==> src/rtl/branch_predictor_tournament.sv <==
// branch_predictor_tournament: local/gshare/tournament direction predictor with a direct-mapped tagged BTB.
// Predicts combinationally in IF; trains non-speculatively from EX resolution.
module branch_predictor_tournament #(
   parameter int BHR_SIZE = 5,
   parameter int LOC_IDX  = 5,
   parameter int BTB_IDX  = 4,
   parameter int MODE     = 2
) (
   input  logic                clk,
   input  logic                rst,
   input  logic [31:0]         pc_if,
   input  logic [6:0]          opcode_if,
   output logic                is_branch_if,
   output logic                is_jump_if,
   output logic                predict_taken,
   output logic                loc_predict_taken_if,
   output logic                glob_predict_taken_if,
   output logic [BHR_SIZE-1:0] bhr_if,
   output logic                use_predicted,
   output logic [31:0]         predicted_pc,
   input  logic                resolve_valid,
   input  logic                is_branch_ex,
   input  logic                is_jump_ex,
   input  logic [31:0]         pc_ex,
   input  logic [31:0]         branch_pc_ex,
   input  logic                cmp_out_ex,
   input  logic [BHR_SIZE-1:0] bhr_ex,
   input  logic                loc_predict_taken_ex,
   input  logic                glob_predict_taken_ex
);
   localparam int TAG_W = 30 - BTB_IDX;
   logic [1:0]          loc_pht_q  [2**LOC_IDX];
   logic [1:0]          cho_q      [2**LOC_IDX];
   logic [1:0]          glob_pht_q [2**BHR_SIZE];
   logic [BHR_SIZE-1:0] bhr_q, bhr_d;
   logic [2**BTB_IDX-1:0] btb_valid_q;
   logic [TAG_W-1:0]    btb_tag_q  [2**BTB_IDX];
   logic [31:0]         btb_tgt_q  [2**BTB_IDX];
   logic [LOC_IDX-1:0]  li_if, li_ex;
   logic [BHR_SIZE-1:0] gi_if, gi_ex;
   logic [BTB_IDX-1:0]  bi_if, bi_ex;
   logic [BHR_SIZE:0]   bhr_sh;
   logic [1:0]          loc_d, glob_d, cho_d;
   logic                dir, btb_hit, taken_ex, br_upd, btb_upd, cho_upd, unused_ok;

   function automatic logic [1:0] sat(input logic [1:0] c, input logic up);
      return up ? ((c == 2'b11) ? c : c + 2'd1) : ((c == 2'b00) ? c : c - 2'd1);
   endfunction

   always_comb begin
      li_if                 = pc_if[LOC_IDX+1:2];
      gi_if                 = bhr_q ^ pc_if[BHR_SIZE+1:2];
      bi_if                 = pc_if[BTB_IDX+1:2];
      li_ex                 = pc_ex[LOC_IDX+1:2];
      gi_ex                 = bhr_ex ^ pc_ex[BHR_SIZE+1:2];
      bi_ex                 = pc_ex[BTB_IDX+1:2];
      is_branch_if          = opcode_if == 7'b1100011;
      is_jump_if            = opcode_if == 7'b1101111 || opcode_if == 7'b1100111;
      loc_predict_taken_if  = loc_pht_q[li_if][1];
      glob_predict_taken_if = glob_pht_q[gi_if][1];
      dir                   = (MODE == 0) ? loc_predict_taken_if :
                              (MODE == 1) ? glob_predict_taken_if :
                              (cho_q[li_if][1] ? glob_predict_taken_if : loc_predict_taken_if);
      predict_taken         = is_jump_if | (is_branch_if & dir);
      btb_hit               = btb_valid_q[bi_if] && btb_tag_q[bi_if] == pc_if[31:BTB_IDX+2];
      use_predicted         = predict_taken & btb_hit;
      predicted_pc          = use_predicted ? btb_tgt_q[bi_if] : pc_if + 32'd4;
      bhr_if                = bhr_q;
      // gating with resolve_valid first keeps X on the EX qualifiers out of the state
      taken_ex              = is_jump_ex | (is_branch_ex & cmp_out_ex);
      br_upd                = resolve_valid & is_branch_ex;
      btb_upd               = resolve_valid & taken_ex;
      cho_upd               = br_upd && MODE == 2 && loc_predict_taken_ex != glob_predict_taken_ex;
      loc_d                 = sat(loc_pht_q[li_ex], cmp_out_ex);
      glob_d                = sat(glob_pht_q[gi_ex], cmp_out_ex);
      cho_d                 = sat(cho_q[li_ex], glob_predict_taken_ex == cmp_out_ex);
      bhr_sh                = {bhr_q, cmp_out_ex};
      bhr_d                 = bhr_sh[BHR_SIZE-1:0];
      unused_ok             = ^{pc_if[1:0], pc_ex[1:0]};
   end

   always_ff @(posedge clk or posedge rst) begin
      if (rst) begin
         for (int i = 0; i < 2**LOC_IDX; i++) begin
            loc_pht_q[i] <= 2'b01;
            cho_q[i]     <= 2'b01;
         end
         for (int i = 0; i < 2**BHR_SIZE; i++) glob_pht_q[i] <= 2'b01;
         bhr_q       <= '0;
         btb_valid_q <= '0;
      end else begin
         if (br_upd) begin
            loc_pht_q[li_ex]  <= loc_d;
            glob_pht_q[gi_ex] <= glob_d;
            bhr_q             <= bhr_d;
         end
         if (cho_upd) cho_q[li_ex] <= cho_d;
         if (btb_upd) btb_valid_q[bi_ex] <= 1'b1;
      end
   end

   // tags and targets are qualified by the valid bits, so they need no reset
   always_ff @(posedge clk) begin
      if (btb_upd) begin
         btb_tag_q[bi_ex] <= pc_ex[31:BTB_IDX+2];
         btb_tgt_q[bi_ex] <= branch_pc_ex;
      end
   end
endmodule

==> config.mk <==
export PLATFORM = sky130hd
export DESIGN_NAME = branch_predictor_tournament
export DESIGN_NICKNAME = d
export VERILOG_FILES = /design/src/rtl/branch_predictor_tournament.sv
export SDC_FILE = /design/constraint.sdc
export NUM_CORES = 2
export LEC_CHECK = 0
export CORE_MARGIN = 10
export CORE_UTILIZATION = 52
export DETAILED_ROUTE_END_ITERATION = 12
export GPL_TIMING_DRIVEN = 0
export MAX_ROUTING_LAYER = met4
export PLACE_DENSITY = 0.67
export RECOVER_POWER = 100
export SLEW_MARGIN = 15
export SYNTH_ARGS = -nofsm -noshare
export SYNTH_HDL_FRONTEND = slang
export SYNTH_SLANG_ARGS = --single-unit
==> constraint.sdc <==
create_clock -name clk -period 9.9 [get_ports clk]
set_input_delay 1.485 -clock clk [delete_from_list [all_inputs] [get_ports clk]]
set_output_delay 1.485 -clock clk [all_outputs]
set_load 0.005 [all_outputs]
-- Word level (Yosys, flattened, before mapping)
Memory sizes are Yosys's and may differ from the RTL's.
Index checks and enable logic that the tools add are counted.
- word-level logic and storage cells: 190
- input bits: 116
- memory bits (writable): 928
- memories: 2
- bits in registers: 213
- add/subtract/negate cells: 7
- reduce and logical (&&, ||, !) cells: 9
- order comparisons: 9
- equality and inequality tests: 9
- mux-type cells: 42
- bitwise operators: 14
- memory list (name ; depth ; bits a word ; rd ports ; clocked after memory_dff ; wr ports ; RTL line ; source):
    btb_tgt_q ; 16 ; 32 ; 1 ; 0 ; 1 ; 38 ; logic [31:0] btb_tgt_q [2**BTB_IDX];
    btb_tag_q ; 16 ; 26 ; 1 ; 0 ; 1 ; 37 ; logic [TAG_W-1:0] btb_tag_q [2**BTB_IDX];
- operator list (kind ; count):
    $bwmux W64 ; 3
    $bmux W2 S5 ; 6
    $mux W2 ; 23
    $add A32 B3 Y32 const B ; 1
    $mux W32 ; 1
    $eq A26 B26 Y1 ; 1
    $ge A6 B6 Y1 const B ; 4
    $not A5 Y6 ; 4
    $eq A7 B7 Y1 const B ; 3
    $demux W2 S5 ; 2
    $or A16 B16 Y16 ; 1
    $lt A6 B1 Y1 const B ; 2
    $lt A4 B5 Y1 const B ; 2
    $xor A5 B5 Y5 ; 2
    $add A2 B1 Y2 const B ; 3
    $eq A2 B2 Y1 const B ; 3
    $logic_not A2 Y1 ; 3
    $sub A2 B1 Y2 const B ; 3
    $and A1 B1 Y1 ; 5
    $logic_and A1 B1 Y1 ; 5
    $mux W1 ; 5
    $bmux W1 S4 ; 1
    $demux W1 S4 ; 1
    $ge A4 B1 Y1 const B ; 1
    4 further kinds ; 5

-- Depth between registers and ports, before layout
- word-level depth: 10
- depth in mapped cells: 15
- mapped depth without buffers: 8

-- Worst setup path after synthesis
Ideal clock, no wire load.
- kind: input to register
- start point: input pc_ex[2]
- end point: register btb_valid_q[1]
- cell stages on the path: 6
- slack: 922 ps
- arrival: 8879 ps
- cell sequence: buf_2 > buf_1 > clkbuf_1 > nand2b_1 > nor4_1 > or2_2
- cells in the longest elaborated chain, start to end: 5
- elaborated cells on any way between the ends: 6
- those cells by class: 2 x order compare; 2 x mux; 1 x bitwise; 1 x reduce/logical
- RTL lines (element ; RTL line ; source):
    from (decl) ; 24 ; input logic [31:0] pc_ex,
    $lt A4 B5 Y1 (implied by the code) or $ge A4 B1 Y1 (tied branches) ; 98 ; if (btb_upd) btb_valid_q[bi_ex] <= 1'b1;
    $logic_and A1 B1 Y1 (implied by the code) ; 98 ;
    $mux W1 (implied by the code) ; 98 ;
    $demux W1 S4 * ; 98 ;
    $or A16 B16 Y16 (no line) * ; n/a ;
    to (signal assigned) ; 90 ; btb_valid_q <= '0;
    to (signal, indexed assignment) ; 98 ;
    to (decl) ; 36 ; logic [2**BTB_IDX-1:0] btb_valid_q;
Every way passes the cells marked *; elsewhere a longest branch is shown, timed or not.
A chain may end at the register's enable or synchronous reset.

-- Worst setup path after layout
- start point: input pc_if[3]
- end point: output predicted_pc[3]
- cells in the longest elaborated chain, start to end: 10
- elaborated cells on any way between the ends: 24
- those cells by class: 1 x add/sub; 1 x eq/ne; 13 x mux; 6 x bitwise; 1 x reduce/logical; 2 x memory
- RTL lines (element ; RTL line ; source):
    from (decl) ; 11 ; input logic [31:0] pc_if,
    $xor A5 B5 Y5 ; 52 ; gi_if = bhr_q ^ pc_if[BHR_SIZE+1:2];
    $not A5 Y6 (implied by the code) ; 60 ; glob_predict_taken_if = glob_pht_q[gi_if][1];
    $bmux W2 S5 ; 60 ;
    $mux W2 (implied by the code) (2 in a row) ; 60 ;
    $mux W1 ; 63 ; (cho_q[li_if][1] ? glob_predict_taken_if : loc_predict_taken_if);
    $and A1 B1 Y1 ; 64 ; predict_taken = is_jump_if | (is_branch_if & dir);
    $or A1 B1 Y1 ; 64 ;
    $and A1 B1 Y1 ; 66 ; use_predicted = predict_taken & btb_hit;
    $mux W32 * ; 67 ; predicted_pc = use_predicted ? btb_tgt_q[bi_if] : pc_if + 32'd4;
    to (decl) ; 20 ; output logic [31:0] predicted_pc,
Every way passes the cells marked *; elsewhere a longest branch is shown, timed or not. The select of a mux whose other input is x is not followed.

==> run summary <==
Crit. End Element: primary output
CP top delay family: buffers and inverters
post-route cell area: 55370 µm²
combinational power share: 8.8%
Yosys cell types: 71
die extent in y: 323.7 µm
largest net degree at the start of global routing: 89
Hold Slack: 464.0 ps
clock share of power: 40.5%
crit path cell chain: clkdlybuf4s50_1 -> clkbuf_1 -> buf_4 -> buf_4 -> buf_2 -> buf_2 -> mux4_2 -> a22oi_1 -> a21oi_1 -> nor2b_1 -> nor4b_1 -> nand3b_1 -> nor4b_4 -> buf_6 -> mux2_1 -> clkdlybuf4s50_1
total of max-cap violations: 19
Detail Route Antenna Nets: 0
final worst path period share: 94.80%
Total Routing Usage GR: 26.63%
wire length per cell: 32.06 µm
Power Dens Cells: 195.3 nW/µm²
final WL: 134500 µm
crit path launch type: primary input
Die ar.: 104800 µm²
via count: 26752
clk slew on worst S/H paths: 60 ps
Register-to-Register Setup Slack: 6920 ps
end of the critical path: predicted_pc[3]
final net count: 3000
Layout area overhead: 15.42%
CP Data Required Time: 8420 ps
slew margin rel.: -210.6%
num rows: 111
First-pass DRT Iterations: 6
Design Power: 0.01081 W
Worst Setup Path Type: primary input to primary output
initial antenna violation count: 30
Bufs on Longest Clock Path: 3
#FFs+latches synth: 1141
placed cell areas: 52380 µm²
Worst-Margin Slew: 4659 ps
Register Area: 33320 µm²
post-route non-filler standard cell count: 4195
Cells after DPL: 3951
first-pass GRT wire length: 195000 µm
Layout fillers: 6746
switching part of the total: 22.84%
Core Area: 91660 µm²
worst path arrival time: 7900 ps
H-Tree Level Count: 3
DPL Wire Length: 96390 µm
CP max stage cell: nor4b_4
crit path from: pc_if[3]
Mapped Area: 47970 µm²
Sw Pwr: 0.002470 W
postcts setup bufs: 0
Vias/cell: 6.377
Synthesis Warnings: 0
Clock Root Buffer: clkbuf_16
internal power: 0.008342 W
CTS Sinks: 1141
leakage power: 18.61 nW
Most used DFF post-synth: edfxtp_1
Hold Vio Cnt, Final: 0
area of the multi-input gates: 13910 µm²
initial DRC count: 3041
TritonCTS clock tree: yes
min-delay worst type: flip-flop to flip-flop
Die Width: 323.7 µm
io pins: 159
sequential-to-total area share from yosys stat: 69.45%
Reg-to-Reg Start: cho_q[43]
Max Slew Vio Count: 491
GR Overflow Total: 0
Synth Area per Inst: 19.41 µm²
setup clock skew after layout: 15.28 ps
worst reg2reg path endpoint: cho_q[3]
Post-synth EDFFs: 928
port bufs: 144
Tmin final: 9385 ps
Worst-Skew Late Latency: 710 ps
Final Setup Violations: 0
number of remaining DRC errors: 0
vias in the first global route: 27668
FFs w/ async S/R, synth: 18.67%
post-cts sizing count: 0
Initial Utilization: 52.33%
Seq pwr share: 50.6%
crit path max fanout: 10
R2R depth: 6
hold bufs inserted after CTS: 0
critical path depth: 16
Post-Syn Instances: 2472
Syn Nets: 2589
gpl congestion: 0.9405
CTS buffer count: 116
status: complete, but fails checks
crit-path max cell delay: 810 ps
maximum operating frequency: 106.6 MHz
failing checks: capacitance limit, slew limit
layout cells sized above 1: 28.98%
CP bufs+invs: 8
worst vdd rail ir drop: 0.1783 mV
RSZ-0062 raised after global routing: false
[worst min-delay path by stage]
stage | startpoint | to | depth (start not counted)
2_1_floorplan | btb_valid_q[10] | btb_valid_q[10] | 1
3_3_place_gp | btb_valid_q[14] | btb_valid_q[14] | 1
3_5_place_dp | btb_valid_q[12] | btb_valid_q[12] | 1
4_1_cts | btb_valid_q[8] | btb_valid_q[8] | 1
5_1_grt | btb_valid_q[15] | btb_valid_q[15] | 1
6_report | btb_valid_q[8] | btb_valid_q[8] | 1
[power groups by stage]
stage                     Clock, W  Sequential (W)  Combinational [W]
after detailed placement         0         0.00557           0.000974
after floorplan                  0         0.00554           0.000575
after global routing       0.00462         0.00549            0.00102
after CTS                  0.00443         0.00547           0.000977
final                      0.00438         0.00548           0.000955
after global placement           0         0.00557           0.000929
[sequential cells by signal, indices dropped and copies added, names as in the netlist]
signal	flops
btb_tag_q	416
glob_pht_q	64
btb_valid_q	16
bhr_if	5
btb_tgt_q	512
cho_q	64
loc_pht_q	64
[cell usage in the layout (no fill, tap or decap), types with 25 or more instances in the layout]
master           synthesis  routed
dfstp_2                 96      96
nand3_1                 39      39
nor2_1                  60      60
o31ai_1                 33      33
mux4_2                 321     321
nor3_1                  33      32
mux2i_1                 68      68
mux2_2                 207     201
buf_2                   32      30
edfxtp_1               928     928
clkinv_1                 1      34
clkbuf_1                80     257
dfrtp_1                117     117
nand2_1                118     118
dlygate4sd3_1            0      71
xnor2_1                 41      41
clkbuf_16                0     118
xor2_1                  25      25
clkdlybuf4s50_1          0      73
[cell usage after synthesis, drive strengths merged (33+ instances only)]
cell,count,share of area (%)
nand2,118,0.92
xnor2,41,0.75
buf,67,0.82
mux4,331,16
mux2,207,4.9
nor3,33,0.34
edfxtp,928,58
mux2i,68,1.4
nor2,60,0.47
nand3,39,0.41
dfstp,96,5.3
dfrtp,117,6.1
o31ai,33,0.52
clkbuf,80,0.63
[layout make-up]
cell class                 instances  share of cell area [%]
inverter                          18                  0.1243
clock inverter                    78                   1.399
multi-input combinational       1166                   25.12
timing repair buffer             293                   3.613
clock buffer                     142                   5.532
buffer                           147                   1.252
sequential                      1141                   60.17
tap                             1186                   2.680
antenna                           24                  0.1085
[per-stage QoR]
stage          setup WS (ps)  setup TNS, ps  utilization [%]
2_1_floorplan          921.6              0                -
3_3_place_gp           -9025       -3887000            55.53
3_5_place_dp           874.3              0            57.15
4_1_cts                861.8              0            61.33
5_1_grt                326.1              0            60.39
6_report               514.9              0            60.40
[per-layer routing]
layer	share of wire [%]	up-vias	routed length, µm	GRT usage [%]
met3	8.7	284	11650	5.283
met2	49	1371	66180	42.77
met4	3.5	0	4691	8.616
met1	39	14149	51970	34.19
li1	-	10948	-	-
met5	0	-	0	-
[cell families (layout without fill, tap and decap cells)]
logic type / Yosys count / count (layout) / share of synthesized area, %
muxes: 606 / 606 / 21.90
DFF: 1141 / 1141 / 69.45
and+or+nand+nor: 366 / 366 / 3.816
adders and majority gates: 5 / 5 / 0.1095
buffers and inverters: 165 / 678 / 1.588
other: 0 / 24 / 0
AOI/OAI and AO/OA: 123 / 123 / 1.933
xor gates and xnor gates: 66 / 66 / 1.205
No activity file was read; power rests on OpenSTA's default activity.
